<file path="config.mk">
export PLATFORM = sky130hd
export DESIGN_NAME = rom_burst_ctrl
export DESIGN_NICKNAME = d
export VERILOG_FILES = /design/src/rtl/rom_burst_ctrl.sv
export SDC_FILE = /design/constraint.sdc
export NUM_CORES = 1
export LEC_CHECK = 0
export CAP_MARGIN = 20
export CORE_MARGIN = 8
export CORE_UTILIZATION = 30
export DETAILED_ROUTE_END_ITERATION = 12
export PLACE_DENSITY = 0.61
export SLEW_MARGIN = 40
export SYNTH_ARGS = -nofsm -noshare
export SYNTH_HDL_FRONTEND = slang
export SYNTH_SLANG_ARGS = --single-unit
</file>
<file path="constraint.sdc">
create_clock -name clk_i -period 2.1 [get_ports clk_i]
set_input_delay 0.42 -clock clk_i [delete_from_list [all_inputs] [get_ports clk_i]]
set_output_delay 0.42 -clock clk_i [all_outputs]
set_load 0.02 [all_outputs]
</file>
<file path="src/rtl/rom_burst_ctrl.sv">
// Weight-memory sequencer: streams a weight image into a single-port memory after reset,
// then serves burst reads through a 2-entry output FIFO with full valid/ready backpressure.
module rom_burst_ctrl #(
    parameter int ADDR_WIDTH = 8,
    parameter int WORD_SIZE  = 16,
    parameter int PRELOADED  = 0
) (
    input  logic                  clk_i,
    input  logic                  reset_i,
    input  logic [WORD_SIZE-1:0]  load_data_i,
    input  logic                  load_valid_i,
    output logic                  load_ready_o,
    input  logic                  reload_i,
    output logic                  loaded_o,
    input  logic [ADDR_WIDTH-1:0] start_addr_i,
    input  logic [ADDR_WIDTH-1:0] start_len_i,
    input  logic                  start_valid_i,
    output logic                  start_ready_o,
    output logic [WORD_SIZE-1:0]  data_o,
    output logic                  valid_o,
    output logic                  last_o,
    input  logic                  ready_i,
    output logic [ADDR_WIDTH-1:0] mem_addr_o,
    output logic                  mem_wen_o,
    output logic [WORD_SIZE-1:0]  mem_data_o,
    input  logic [WORD_SIZE-1:0]  mem_data_i
);

    localparam logic [1:0] S_LOAD  = 2'd0;
    localparam logic [1:0] S_IDLE  = 2'd1;
    localparam logic [1:0] S_BURST = 2'd2;

    localparam logic [ADDR_WIDTH-1:0] LAST_ADDR = '1;
    localparam logic [ADDR_WIDTH-1:0] ADDR_ONE  = {{(ADDR_WIDTH-1){1'b0}}, 1'b1};
    localparam logic [ADDR_WIDTH:0]   REM_ONE   = {{ADDR_WIDTH{1'b0}}, 1'b1};
    localparam logic [ADDR_WIDTH:0]   FULL_LEN  = {1'b1, {ADDR_WIDTH{1'b0}}};
    localparam logic [1:0]            RESET_STATE = (PRELOADED != 0) ? S_IDLE : S_LOAD;

    logic [1:0]            state;
    logic [ADDR_WIDTH-1:0] wr_ptr;
    logic [ADDR_WIDTH-1:0] rd_ptr;
    logic [ADDR_WIDTH:0]   rem;
    logic                  loaded;
    logic [ADDR_WIDTH-1:0] mem_addr_q;
    logic                  mem_wen_q;
    logic [WORD_SIZE-1:0]  mem_data_q;

    logic [WORD_SIZE-1:0]  fifo0_data;
    logic [WORD_SIZE-1:0]  fifo1_data;
    logic                  fifo0_last;
    logic                  fifo1_last;
    logic [1:0]            fifo_count;
    logic                  inflight;
    logic                  inflight_last;

    logic                  pop;
    logic                  push;
    logic                  issue;
    logic [2:0]            occupancy;
    logic [2:0]            occupancy_limit;
    logic [1:0]            fill_idx;

    // A read is only issued if its word is guaranteed a FIFO slot when it returns.
    always_comb begin
        pop             = (fifo_count != 2'd0) && ready_i;
        push            = inflight;
        occupancy       = {1'b0, fifo_count} + {2'b00, inflight};
        occupancy_limit = 3'd2 + {2'b00, pop};
        issue           = (state == S_BURST) && (rem != '0) && (occupancy < occupancy_limit);
        fill_idx        = fifo_count - {1'b0, pop};
    end

    assign load_ready_o  = (state == S_LOAD);
    assign start_ready_o = (state == S_IDLE);
    assign loaded_o      = loaded;
    assign mem_addr_o    = (state == S_BURST) ? rd_ptr : mem_addr_q;
    assign mem_wen_o     = mem_wen_q;
    assign mem_data_o    = mem_data_q;
    assign valid_o       = (fifo_count != 2'd0);
    assign data_o        = fifo0_data;
    assign last_o        = fifo0_last;

    always_ff @(posedge clk_i) begin
        if (!reset_i) begin
            state         <= RESET_STATE;
            wr_ptr        <= '0;
            rd_ptr        <= '0;
            rem           <= '0;
            loaded        <= (PRELOADED != 0);
            mem_addr_q    <= '0;
            mem_wen_q     <= 1'b1;
            mem_data_q    <= '0;
            fifo0_data    <= '0;
            fifo1_data    <= '0;
            fifo0_last    <= 1'b0;
            fifo1_last    <= 1'b0;
            fifo_count    <= 2'd0;
            inflight      <= 1'b0;
            inflight_last <= 1'b0;
        end else begin
            mem_wen_q <= 1'b1;
            inflight  <= issue;

            if (issue) begin
                inflight_last <= (rem == REM_ONE);
                rd_ptr        <= rd_ptr + ADDR_ONE;
                rem           <= rem - REM_ONE;
            end

            // Pop shifts the head; the returning word lands in the first free slot after that shift.
            if (pop) begin
                fifo0_data <= fifo1_data;
                fifo0_last <= fifo1_last;
            end
            if (push) begin
                if (fill_idx == 2'd0) begin
                    fifo0_data <= mem_data_i;
                    fifo0_last <= inflight_last;
                end else begin
                    fifo1_data <= mem_data_i;
                    fifo1_last <= inflight_last;
                end
            end
            fifo_count <= fifo_count + {1'b0, push} - {1'b0, pop};

            case (state)
                S_LOAD: begin
                    if (load_valid_i) begin
                        mem_addr_q <= wr_ptr;
                        mem_data_q <= load_data_i;
                        mem_wen_q  <= 1'b0;
                        wr_ptr     <= wr_ptr + ADDR_ONE;
                        if (wr_ptr == LAST_ADDR) begin
                            state <= S_IDLE;
                        end
                    end
                end
                S_IDLE: begin
                    // The final load write lands in the first IDLE cycle; the image is complete after it.
                    if (!mem_wen_q) begin
                        loaded <= 1'b1;
                    end
                    if (reload_i) begin
                        wr_ptr <= '0;
                        loaded <= 1'b0;
                        state  <= S_LOAD;
                    end else if (start_valid_i) begin
                        rd_ptr <= start_addr_i;
                        rem    <= (start_len_i == '0) ? FULL_LEN : {1'b0, start_len_i};
                        state  <= S_BURST;
                    end
                end
                S_BURST: begin
                    if (pop && fifo0_last) begin
                        state <= S_IDLE;
                    end
                end
                default: begin
                    state <= RESET_STATE;
                end
            endcase
        end
    end

endmodule

</file>
==> results by group, run 1 <==
Outcome
  • Status: completed

Drt
  • DRC viols: 0
  • Final wirelength: 11500 um
  • DRT antenna net count: 0
  • Routed WL per cell: 14.9 um
  • Via Count: 3762
  • Vias per cell: 4.89
  • First DRT Iteration DRCs: 198
  • First-pass DRT Iterations: 4

Layout
  • # nets final: 652
  • Fillcell total: 1335
  • Final Util: 42.5%
  • Antenna cells: 0
  • Register area: 1820 um^2
  • Share of layout cells above drive strength 1: 10.5%
  • Post-route design area: 5630 um^2
  • Multi-input logic area: 2100 um^2
  • Area Overhead vs Synth: 37.9%

STA
  • Slew margin rel.: 68.7%
  • Worst hold slack: 0.456 ns
  • Final period util: 96.1%
  • Final Max Tran Viols: 0
  • Setup violations, final: 0
  • Final Hold Vio Count: 0
  • Period minus WS final: 2.02 ns
  • RSZ-0062 raised after global routing: no
  • Post-Route Skew: 0.00521 ns
  • Worst Max-Slew Pin Slew: 0.467 ns
  • Fmax: 495 MHz
  • Fin Setup TNS: 0 ns

Clock tree
  • CTS root buf: clkbuf_16
  • Clock buffer depth: 2
  • Clk slew on worst S/H paths: 0.06 ns
  • # H-tree levels: 3
  • Clock sink total: 91
  • CTS Hold Bufs: 0
  • TritonCTS Buffers: 9
  • Clk Latency, worst-skew pair: 0.34 ns
  • TritonCTS clock tree: done

Synth
  • Seq/Total Area, Yosys: 44.6%
  • Mean Syn Cell Area: 8.38 um^2
  • Top cells by area, synth: dfxtp_1 45%, nand2_1 9.4%, nor2_1 5.6%
  • Post-synth EDFFs: 0
  • Synth Flop Type: dfxtp_1
  • Post-Synthesis Cells: 487
  • Synth Net Count: 550
  • Post-synth cell types: 44
  • Yosys warnings: 0
  • Synth area leader: dfxtp_1
  • Synth top area share: 44.6%
  • Asr flop ratio synth: 0%
  • #FFs+latches synth: 91
  • Most frequent cells after synthesis: 102 x nand2_1, 91 x dfxtp_1, 61 x nor2_1
  • Cell Area, Synth: 4080 um^2
  • Count leader, synth: nand2_1

Place
  • # port buffers: 99
  • DPL Wire Length: 8050 um
  • Placer Congestion: 0.820
  • Placed Area: 5380 um^2

Power
  • Pwr dens: 697 nW/um^2
  • Sequential power share: 45.9%
  • Cell-internal power: 0.00294 W
  • Clock share of power: 40.0%
  • P_leak: 2.22 nW
  • Psw: 0.000985 W
  • Switching share of power: 25.1%
  • VDD IR-drop max: 0.000300 V
  • Gate power share: 14.1%

Floorplan
  • # rows: 42
  • Die Width: 133 um
  • Core area: 13200 um^2
  • I/O pin count: 100
  • Die Y: 133 um
  • Die area: 17600 um^2
  • Initial Utilization: 30.8%

Global route
  • Global-route wire length before repair: 19000 um
  • Vias in the first global route: 3779
  • Initial antenna violation count: 0
  • All-Layer GR Usage: 13.1%
  • Total gr overflow: 0
  • Largest net degree at the start of global routing: 66

Min path
  • Hold crit path type: flip-flop to flip-flop

Setup path
  • Endpoint class of the critical path: output port
  • Crit path required time: 1.68 ns
  • Worst setup SP type: flip-flop
  • Max Fanout on Critical Path: 11
  • CP Class: flip-flop to output port
  • Worst EP arrival: 1.60 ns

Run
  • Max cap viols: 0
-- placed cells by master (no fill, tap or decap), types with 2 or more instances in the layout --
master and count:
dfxtp_1 91, or4_1 2, buf_12 5, nand3_1 11, nor2_1 60, dlygate4sd2_1 2
clkdlybuf4s50_1 89, nand2b_1 3, mux2_2 9, mux2i_1 20, clkbuf_2 7, nand2_1 102
a211oi_1 3, clkbuf_16 9, a21oi_1 38, and3_1 5, xnor2_1 5, ha_1 9
a311oi_1 17, nor3_1 9, buf_4 15, nand4_1 10, o21ai_0 17, or3_1 3
nor3b_2 3, clkbuf_1 4, inv_1 9, a211oi_2 4, xor2_1 9, nor2b_1 2
-- final timing paths --
path,from,endpoint,depth (start not counted),slack (ns)
setup / recovery,state[1],mem_addr_o[6],4,0.08
hold / removal,mem_data_o[13],mem_data_o[13],2,0.46
setup reg to reg,rem[1],rem[3],7,0.15
hold reg to reg,mem_data_o[13],mem_data_o[13],2,0.46
-- power by group through the flow --
| stage | Clock, W | Combinational, W | Sequential [W] |
|---|---|---|---|
| 6_report | 0.00157 | 0.000552 | 0.00180 |
| 5_1_grt | 0.00169 | 0.000603 | 0.00180 |
| 4_1_cts | 0.00162 | 0.000563 | 0.00180 |
| 3_5_place_dp | 0 | 0.000560 | 0.00184 |
| 3_3_place_gp | 0 | 0.000550 | 0.00184 |
| 2_1_floorplan | 0 | 0.000249 | 0.00185 |
-- layer usage --
layer	up-vias	part of all wire [%]	track usage, %
met5	-	0	0
met4	0	2.1	6.12
met3	19	5.9	4.13
met2	97	46	21.4
met1	1764	46	15.4
li1	1882	-	-
-- through the flow --
stage               total power, W  setup slack, ns  instances
finish                     0.00392           0.0817        769
global route               0.00410          0.00902        769
floorplan                  0.00210            0.253        487
CTS                        0.00398          0.00359        769
global placement           0.00239           0.0779        754
detailed placement         0.00240           0.0413        754
-- worst max-delay path, stage by stage, from the launching register on --
cell             delay, ns
dfxtp_1               0.35
nor2b_4               0.17
buf_12                0.14
mux2_2                0.32
clkdlybuf4s15_1       0.28
-- cell type report --
cell class / instances / area share, %
clock buffers: 13 / 4.27
clock inverters: 2 / 0.667
inverters: 10 / 0.667
multi-input cells: 358 / 37.4
flip-flops and latches: 91 / 32.4
well taps: 176 / 3.91
repair buffers: 119 / 20.7
-- state kept, by name (all words and copies together), names as in the netlist, 8 cells and up --
name,cells
data_o,16
fifo1_data,16
mem_data_o,16
rem,9
mem_addr_q,8
rd_ptr,8
wr_ptr,8
-- cell families (layout without fill, tap and decap cells) --
family | Yosys count | after routing | synth area share [%]
and+or+nand+nor | 220 | 220 | 24.7
DFF | 91 | 91 | 44.6
AOI/OAI and AO/OA | 86 | 86 | 13.5
buffers and inverters | 38 | 144 | 4.05
muxes | 29 | 29 | 7.39
xor gates and xnor gates | 14 | 14 | 3.00
adders and majority gates | 9 | 9 | 2.76
-- repair_timing --
item / CTS / global route
resized for setup: 18 / 9
buffers inserted: 0 / 0
setup endpoints to repair: 10 / 8
pin swaps: 0 / 0
Power figures use the tool's default switching activity.
==> inputs of run 2 (changes only) <==
DONT_BUFFER_PORTS = 1   (was unset)
PLACE_DENSITY = 0.52   (was 0.61)
==> results by group, run 2 (synthesis results as in run 1) <==
STA
  • RSZ-0062 raised after global routing: no
  • Worst Max-Slew Pin Slew: 0.535 ns (+0.0682 ns)
  • Post-Route Skew: 0.00625 ns (+0.00104 ns)
  • Worst hold slack: 0.151 ns (-0.305 ns)
  • Final period util: 94.7% (-1.5 points)
  • Final Hold Vio Count: 0 (unchanged)
  • Fin Setup TNS: 0 ns (unchanged)
  • Final WS setup: 0.112 ns (+0.0305 ns)
  • Fmax: 503 MHz (+1.5%)
  • Slew margin rel.: 64.3% (-4.5 points)
  • Period minus WS final: 1.99 ns (-0.0305 ns)
  • Setup violations, final: 0 (unchanged)
  • Final Max Tran Viols: 0 (unchanged)

Drt
  • DRC viols: 0 (unchanged)
  • DRT antenna net count: 0 (unchanged)
  • First DRT Iteration DRCs: 117 (-41%)
  • Vias per cell: 4.96 (+1.4%)
  • First-pass DRT Iterations: 6 (+2)
  • Via Count: 3305 (-12%)
  • Final wirelength: 10800 um (-5.8%)
  • Routed WL per cell: 16.2 um (+8.7%)

Layout
  • Share of layout cells above drive strength 1: 11.4% (+0.97 points)
  • # nets final: 548 (-16%)
  • Most common cell after layout, fill and taps aside: nand2_1
  • Antenna cells: 0 (unchanged)
  • Most frequent cells in the layout: 102 x nand2_1, 90 x dfxtp_1, 60 x nor2_1, 38 x a21oi_1, 20 x mux2i_1
  • Area Overhead vs Synth: 12.5%
  • Fillcell total: 1393 (+4.3%)

Floorplan
  • Core area: 13200 um^2 (unchanged)
  • Die Width: 133 um (unchanged)
  • Die Y: 133 um (unchanged)
  • Die area: 17600 um^2 (unchanged)
  • I/O pin count: 100 (unchanged)
  • # rows: 42 (unchanged)
  • Initial Utilization: 30.8% (unchanged)

Global route
  • Vias in the first global route: 3311 (-12%)
  • All-Layer GR Usage: 12.4% (-0.68 points)
  • Initial antenna violation count: 0 (unchanged)
  • Largest net degree at the start of global routing: 47 (-29%)
  • Total gr overflow: 0 (unchanged)
  • Global-route wire length before repair: 17600 um (-7.4%)

Setup path
  • Reg-to-reg endpoint: rem[6]
  • Endpoint class of the critical path: output port
  • FF-to-FF path depth: 7 (unchanged)
  • CP Class: flip-flop to output port
  • Worst EP arrival: 1.57 ns (-0.03 ns)
  • Worst setup SP type: flip-flop
  • Max incr delay on CP: 0.42 ns (+0.07 ns)
  • Critical path's slowest cell: mux2_2
  • Critical Path Sink: mem_addr_o[0]
  • CP cell instances: nor2b_2 > buf_4 > mux2_2
  • Crit Reg-Reg Startpoint: fifo_count[0]
  • Crit path required time: 1.68 ns (about the same)
  • Crit. Startpoint: state[1]
  • Max Fanout on Critical Path: 9 (-2)
  • Reg-to-reg setup timing slack: 0.17 ns (+0.02 ns)

Clock tree
  • Clk Latency, worst-skew pair: 0.34 ns (about the same)
  • TritonCTS Buffers: 9 (unchanged)
  • Clock buffer depth: 2 (unchanged)
  • Clk slew on worst S/H paths: 0.06 ns (about the same)
  • # H-tree levels: 3 (unchanged)
  • CTS root buf: clkbuf_16
  • TritonCTS clock tree: done
  • Clock sink total: 91 (unchanged)
  • CTS Hold Bufs: 0 (unchanged)

Place
  • DPL Wire Length: 7720 um (-4.1%)
  • Pre-CTS setup slack: 0.154 ns (+0.113 ns)
  • # port buffers: 0 (-100%)
  • Placer Congestion: 0.889 (+8.4%)

Outcome
  • Status: completed

Power
  • Pwr dens: 807 nW/um^2 (+16%)
  • P_leak: 1.80 nW (-19%)
  • VDD IR-drop max: 0.000559 V (+87%)
  • Overall power: 0.00371 W (-5.5%)

Min path
  • Hold crit path type: input port to flip-flop

Run
  • Max cap viols: 0 (unchanged)
==> run 2: changes by cell type in the layout (fill, tap and decap cells not counted), moves of 2 or more <==
cell             change
buf_12               -4
clkbuf_1             -3
clkbuf_2             -7
clkbuf_8             +2
clkdlybuf4s50_1     -89
clkinv_2             +2
dlygate4sd2_1        -2
==> run 2: per-stage QoR <==
stage	utilization (%)	area, um^2	cells
final	34.7	4590	666
after global routing	34.7	4590	666
after CTS	34.6	4580	665
after detailed placement	32.4	4290	649
after global placement	32.4	4290	649
after floorplan	-	4080	487
==> run 2: final cells by class <==
class                   count  area, um^2  share of cell area [%]
clock buffers              12         256                    5.59
flip-flops and latches     91        1820                    39.7
multi-input cells         358        2100                    45.8
clock inverters             4        25.0                   0.545
repair buffers             15         125                    2.72
well taps                 176         220                    4.80
inverters                  10        37.5                   0.817
==> run 2: power breakdown <==
part / internal, W / switching [W]
Combinational: 0.000106 / 0.000237
Clock: 0.000863 / 0.000676
Sequential: 0.00176 / 0.0000616
Total: 0.00273 / 0.000975
==> run 2: repair_timing <==
action / 4_1_cts / 5_1_grt
endpoints found under the hold margin: 0 / 0
resized for setup: 2 / 1
pin swaps: 0 / 0
buffers inserted: 0 / 1
setup endpoints to repair: 8 / 2
cloned: 0 / 0
==> run 2: worst min-delay path by stage <==
stage	depth (start not counted)	startpoint	endpoint	slack (ns)
after global placement	2	mem_addr_q[2]	mem_addr_q[2]	0.44
after floorplan	2	mem_addr_q[0]	mem_addr_q[0]	0.43
after global routing	1	reset_i	mem_wen_o	0.14
final	1	reset_i	mem_wen_o	0.15
after CTS	1	reset_i	mem_wen_o	0.13
after detailed placement	2	mem_addr_q[6]	mem_addr_q[6]	0.45
==> run 2: routing by layer <==
metal / track usage (%) / wire length (um) / vias to the layer above
li1: - / - / 1675
met1: 14.3 / 4590 / 1511
met2: 19.2 / 4860 / 103
met3: 6.13 / 1150 / 16
met4: 5.24 / 209 / 0
met5: 0 / 0 / -
==> run 2: worst max-delay path, delay by kind of cell, from the launching register on <==
kind          cells  cell delay (ns)
buf+inv           1             0.20
flops             1             0.39
simple gates      1             0.21
mux               1             0.42
